==> src/rtl/mips_pkg.sv <==
// Shared MIPS pipeline definitions: ALU opcodes, default widths, register-zero constant.
package mips_pkg;

  localparam int unsigned DW_DEF = 32;
  localparam int unsigned AW_DEF = 5;

  localparam logic [2:0] ALU_ADD = 3'b000;
  localparam logic [2:0] ALU_SUB = 3'b001;
  localparam logic [2:0] ALU_AND = 3'b010;
  localparam logic [2:0] ALU_OR  = 3'b011;
  localparam logic [2:0] ALU_XOR = 3'b100;
  localparam logic [2:0] ALU_SLL = 3'b101;
  localparam logic [2:0] ALU_SRL = 3'b110;
  localparam logic [2:0] ALU_SRA = 3'b111;

  localparam logic [4:0] REG_ZERO = 5'd0;

  // Control bits carried in the EX/MEM slot
  typedef struct packed {
    logic valid;
    logic wreg;
    logic m2reg;
    logic wmem;
  } mctl_t;

endpackage

==> src/rtl/alu.sv <==
// Combinational ALU; overflow reports signed overflow of ADD/SUB only.
module alu
  import mips_pkg::*;
#(
  parameter int unsigned DW = DW_DEF
) (
  input  logic [DW-1:0] a,
  input  logic [DW-1:0] b,
  input  logic [2:0]    aluc,
  output logic [DW-1:0] result,
  output logic          overflow
);

  logic [4:0] sh;
  assign sh = a[4:0];

  // Operation select and signed-overflow detection
  always_comb begin
    result   = '0;
    overflow = 1'b0;
    case (aluc)
      ALU_ADD: begin
        result   = a + b;
        overflow = (a[DW-1] == b[DW-1]) && (result[DW-1] != a[DW-1]);
      end
      ALU_SUB: begin
        result   = a - b;
        overflow = (a[DW-1] != b[DW-1]) && (result[DW-1] != a[DW-1]);
      end
      ALU_AND: result = a & b;
      ALU_OR:  result = a | b;
      ALU_XOR: result = a ^ b;
      ALU_SLL: result = b << sh;
      ALU_SRL: result = b >> sh;
      ALU_SRA: result = DW'($signed(b) >>> sh);
      default: result = '0;
    endcase
  end

endmodule

==> src/rtl/exe_stage.sv <==
// MIPS execute stage: operand muxes, ALU, EX/MEM register and EX forwarding port.
// Optional feature macro: EXE_OVF_TRAP_EN (ADD/SUB signed-overflow trap with sticky ovf).
module exe_stage
  import mips_pkg::*;
#(
  parameter int unsigned DW = DW_DEF,
  parameter int unsigned AW = AW_DEF
) (
  input  logic          clk,
  input  logic          rst,
  input  logic          stall,
  input  logic          flush,
  input  logic          e_valid,
  input  logic          EWREG,
  input  logic          EM2REG,
  input  logic          EWMEM,
  input  logic          EALUIMM,
  input  logic          ESHIFT,
  input  logic [2:0]    EALUC,
  input  logic [DW-1:0] EXE_SrcA,
  input  logic [DW-1:0] EXE_SrcB,
  input  logic [DW-1:0] SA,
  input  logic [AW-1:0] EXE_REG_ADDR,
  output logic          m_valid,
  output logic          MWREG,
  output logic          MM2REG,
  output logic          MWMEM,
  output logic [DW-1:0] MALU,
  output logic [DW-1:0] MSTORE,
  output logic [AW-1:0] MREG_ADDR,
  output logic          fwd_we,
  output logic [AW-1:0] fwd_addr,
  output logic [DW-1:0] fwd_data
`ifdef EXE_OVF_TRAP_EN
  ,
  output logic          ovf
`endif
);

  logic [DW-1:0] op_a;
  logic [DW-1:0] op_b;
  logic [DW-1:0] alu_res;
  logic          alu_ovf;
  logic          we_eff;
  logic          trap;
  logic          load_en;
  logic          bubble;
  mctl_t         ctl_next;
  mctl_t         ctl_q;

  // Operand selection: shift amount from immediate, immediate as B
  always_comb begin
    op_a = EXE_SrcA;
    op_b = EXE_SrcB;
    if (ESHIFT)  op_a = DW'(SA[10:6]);
    if (EALUIMM) op_b = SA;
  end

  alu #(.DW(DW)) u_alu (
    .a        (op_a),
    .b        (op_b),
    .aluc     (EALUC),
    .result   (alu_res),
    .overflow (alu_ovf)
  );

`ifdef EXE_OVF_TRAP_EN
  assign trap = e_valid & alu_ovf;
`else
  logic unused_ovf;
  assign unused_ovf = alu_ovf;
  assign trap       = 1'b0;
`endif

  // Effective GPR write: real instruction, not $0, not trapped
  assign we_eff = EWREG & e_valid & (EXE_REG_ADDR != AW'(REG_ZERO)) & ~trap;

  assign fwd_we   = we_eff & ~EM2REG;
  assign fwd_addr = EXE_REG_ADDR;
  assign fwd_data = alu_res;

  // Next control word for the EX/MEM slot
  always_comb begin
    ctl_next       = '0;
    ctl_next.valid = e_valid;
    ctl_next.wreg  = we_eff;
    ctl_next.m2reg = EM2REG & e_valid;
    ctl_next.wmem  = EWMEM & e_valid;
  end

  // flush wins over stall; an invalid slot without stall is also a bubble
  assign bubble  = flush | (~stall & ~e_valid);
  assign load_en = ~stall & ~flush & e_valid;

  // EX/MEM pipeline register
  always_ff @(posedge clk or negedge rst) begin
    if (!rst) begin
      ctl_q     <= '0;
      MALU      <= '0;
      MSTORE    <= '0;
      MREG_ADDR <= '0;
    end else if (bubble) begin
      ctl_q     <= '0;
      MALU      <= '0;
      MSTORE    <= '0;
      MREG_ADDR <= '0;
    end else if (load_en) begin
      ctl_q     <= ctl_next;
      MALU      <= alu_res;
      MSTORE    <= EXE_SrcB;
      MREG_ADDR <= EXE_REG_ADDR;
    end
  end

  assign m_valid = ctl_q.valid;
  assign MWREG   = ctl_q.wreg;
  assign MM2REG  = ctl_q.m2reg;
  assign MWMEM   = ctl_q.wmem;

`ifdef EXE_OVF_TRAP_EN
  // Sticky overflow flag, cleared only by reset
  always_ff @(posedge clk or negedge rst) begin
    if (!rst)                  ovf <= 1'b0;
    else if (load_en && trap)  ovf <= 1'b1;
  end
`endif

endmodule
==> config.mk <==
export PLATFORM = sky130hd
export DESIGN_NAME = exe_stage
export DESIGN_NICKNAME = d
export VERILOG_FILES = /design/src/rtl/mips_pkg.sv /design/src/rtl/alu.sv /design/src/rtl/exe_stage.sv
export SDC_FILE = /design/constraint.sdc
export NUM_CORES = 1
export LEC_CHECK = 0
export ABC_CLOCK_PERIOD_IN_PS = 8700
export BUFFER_PORTS_ARGS = -buffer_cell sky130_fd_sc_hd__clkbuf_2
export CAP_MARGIN = 25
export CORE_UTILIZATION = 35
export CTS_CLUSTER_DIAMETER = 50
export DETAILED_ROUTE_END_ITERATION = 10
export PLACE_DENSITY = 0.56
export SLEW_MARGIN = 20
export SYNTH_ARGS = -nofsm -noshare
export SYNTH_HDL_FRONTEND = slang
export SYNTH_SLANG_ARGS = --single-unit
==> constraint.sdc <==
create_clock -name clk -period 8.7 [get_ports clk]
set_clock_uncertainty 0.05 [all_clocks]
set_input_delay 0.87 -clock clk [delete_from_list [all_inputs] [get_ports clk]]
set_output_delay 0.87 -clock clk [all_outputs]
set_load 0.005 [all_outputs]
==> impl_metrics.env <==
export IMPL_netSwitchingPower_mw=0.814
export IMPL_initial_utilization_pct=35.9
export IMPL_leakage_nw=6.53
export IMPL_cts_buffer_depth=2
export IMPL_finalHoldViolations=0
export IMPL_grt_use_met1_pct=44.3
export IMPL_critPathMaxFanout=39
export IMPL_path_buf_inv=3
export IMPL_row_count=66
export IMPL_synthesis_nets=1731
export IMPL_design_area_um2=13700
export IMPL_core_um2=32900
export IMPL_wirelength_mm=55.1
export IMPL_async_flop_share_pct=100
export IMPL_vias=13288
export IMPL_wl_per_cell_um=26.0
export IMPL_cts_reportedPaths_clkPinSlew_ps=70
export IMPL_sw_frac_of_total_pct=46.7
export IMPL_drv_cap=0
export IMPL_end_kind="output pin"
export IMPL_maxSlewHeadroom_pct=19.9
export IMPL_ios=225
export IMPL_syn_area_um2=11800
export IMPL_p_per_area_nw_per_um2=128
export IMPL_path_cells="clkbuf_2, buf_4, mux2i_2, o211ai_1, or3_1, or2_4, nor3_4, nor2_1, xnor2_1, ha_1, a211oi_1, o21ai_0, a211oi_1, o311ai_0, a41oi_1, xor2_1, o211ai_1, clkbuf_2"
export IMPL_antenna_cells=0
export IMPL_grt_antenna_before_repair=0
export IMPL_fin_nets=1882
export IMPL_synth_cells=1520
export IMPL_ys_seq_area_share_pct=15.4
export IMPL_timing_final_crit_share_pct=86.8
export IMPL_ys_ff_latch=73
export IMPL_die_height_um=186
export IMPL_cp_arrival_ps=6630
export IMPL_crit_required_ps=7780
export IMPL_port_buffers=224
export IMPL_rsz0062_at_grt="false"
export IMPL_cts_buffers_inserted=9
export IMPL_critPathKind="input port to output pin"
export IMPL_clock_latency_ps=370
export IMPL_crit_slowest_cell="buf_4"
export IMPL_grtUsageMet2_pct=46.3
export IMPL_fin_hold_ws_ps=333
export IMPL_drv_slew=0
export IMPL_die_area_um2=34600
export IMPL_vdd_drop_max_v=0.000106
export IMPL_grt_ovfl_total=0
export IMPL_grtUsageTotal_pct=31.6
export IMPL_area_delta_synth_final_pct=15.4
export IMPL_pwr_share_clk_pct=22.8
export IMPL_synthFlopType="dfrtp_1"
export IMPL_power_total_mw=1.74
export IMPL_synth_cell_types=87
export IMPL_gpl_final_weighted_congestion=1.04
export IMPL_cp_start_kind="input port"
export IMPL_hpwl_mm=42.3
export IMPL_r2r_end="MALU[18]"
export IMPL_drive_gt1_share_pct=21.1
export IMPL_setup_viol=0
export IMPL_fmax_mhz=132
export IMPL_yosys_warnings=0
export IMPL_grt_busiest_layer="met2"
export IMPL_r2r_slack_ps=7870
export IMPL_grt_max_degree=74
export IMPL_setup_tns_ps=0
export IMPL_grt_pass1_vias=12399
export IMPL_min_period_ps=7550
export IMPL_outcome="complete, no violations"
export IMPL_pwr_share_comb_pct=56.3
export IMPL_slowest_delay_ps=610
export IMPL_cts_tree="yes"
export IMPL_cts_resized=0
export IMPL_tightestPinTransition_ps=1190
export IMPL_dpl_cell_area_um2=13300
export IMPL_grt_use_met3_pct=7.45
export IMPL_power_frac_seq_pct=20.9
export IMPL_via_per_inst=6.27
export IMPL_min_delay_path_class="input port to asynchronous set/reset pin"
export IMPL_worst_r2r_path_depth=2
export IMPL_synth_edf_count=0
export IMPL_crit_family="compound AO/OA/AOI/OAI gates"
export IMPL_cts_root_buf="clkbuf_16"
export IMPL_final_cell_mix="clkbuf_2 (223), mux2i_1 (145), nand2_1 (134), nor2_1 (126), ha_1 (96)"
export IMPL_ant_nets=0
export IMPL_firstDrtPassIters=7
export IMPL_first_iter_violations=1586
export IMPL_cts_sinks=73
export IMPL_route_detailed_drc=0
export IMPL_ctsHoldBuffers=0
export IMPL_post_cts_repair_setup_buffers=0
export IMPL_htreeDepth=3
export IMPL_die_w_um=186
export IMPL_intPower_mw=0.928
export IMPL_avgSynthCellArea_um2=7.79
export IMPL_layout_cells_most_common="clkbuf_2"
export IMPL_r2r_start="MALU[18]"
export IMPL_grt_pass1_wl_mm=80.4
flip-flops by register name, indices dropped and copies added, names as in the netlist:
register   flops
MALU          32
MM2REG         1
MREG_ADDR      5
MSTORE        32
MWMEM          1
MWREG          1
m_valid        1
cells in the mapped netlist (9+ instances only):
master,number,area (um^2)
a21o_1,12,90.1
o22ai_1,23,144
ha_1,96,1200
xnor2_1,41,359
and3_1,14,87.6
a31oi_1,11,68.8
nand2b_1,32,200
nor4_1,9,56.3
nor2_1,128,480
nand3_1,32,160
a221oi_1,12,105
o221ai_1,9,78.8
a22oi_1,11,82.6
buf_1,11,41.3
nand2_1,134,503
a211oi_1,27,203
dfrtp_1,73,1830
inv_2,10,37.5
nor3_1,32,160
clkbuf_1,85,319
mux2i_1,148,1480
buf_4,11,82.6
a22o_1,65,569
xor2_1,13,114
o21ai_0,94,470
a21oi_1,85,425
mux2i_2,15,206
mux2_2,10,113
inv_1,61,229
buf_2,15,75.1
o211ai_1,25,188
routing by layer:
layer  share of wire [%]  wire (um)  vias to the layer above
met5                   0          0                        -
met4                 3.8       2070                        0
met3                  11       5840                      107
met1                  45      24600                     6389
met2                  41      22600                      792
li1                    -          -                     6000
metrics by stage:
step	setup slack, ps	utilization (%)	cells
after floorplan	2670	-	1520
after global placement	1410	40.4	2100
after detailed placement	1300	40.4	2100
after CTS	1300	41.3	2116
after global routing	901	41.5	2118
final	1150	41.5	2118
power groups by stage:
stage | clock network, mW | registers, mW | logic, mW
finish | 0.397 | 0.364 | 0.981
global route | 0.420 | 0.366 | 1.05
CTS | 0.408 | 0.364 | 0.950
detailed placement | 0 | 0.370 | 0.944
global placement | 0 | 0.370 | 0.943
floorplan | 0 | 0.371 | 0.601
worst reg2reg max path, cell delays in order, from the launching register on:
cell,delay (ps)
dfrtp_1,380
a32oi_1,140
o21ai_0,110
area by class of cell:
| type | instances | area, um^2 |
|---|---|---|
| Inverter | 74 | 278 |
| Fill cell | 3471 | 19300 |
| Sequential cell | 73 | 1830 |
| Tap cell | 442 | 553 |
| Clock inverter | 6 | 67.6 |
| Timing Repair Buffer | 267 | 1490 |
| Multi-Input combinational cell | 1246 | 9220 |
| Clock buffer | 10 | 229 |
cell families after synthesis:
family | after synthesis | share of synthesized area (%)
flops | 73 | 15.4
fa+ha+maj | 97 | 10.3
mux | 186 | 17.6
buf+inv | 201 | 7.27
xor+xnor | 54 | 3.99
compound gates | 482 | 28.6
simple gates | 427 | 16.8
worst max-delay path by stage:
stage / startpoint / end / cells after the start
floorplan: EALUIMM / fwd_data[31] / 21
global placement: EALUIMM / fwd_data[30] / 18
detailed placement: EALUIMM / fwd_data[30] / 18
CTS: EALUIMM / fwd_data[30] / 18
global route: EALUIMM / fwd_data[30] / 18
finish: EALUIMM / fwd_data[30] / 18
Note: power is estimated with default switching activity, not from simulation.
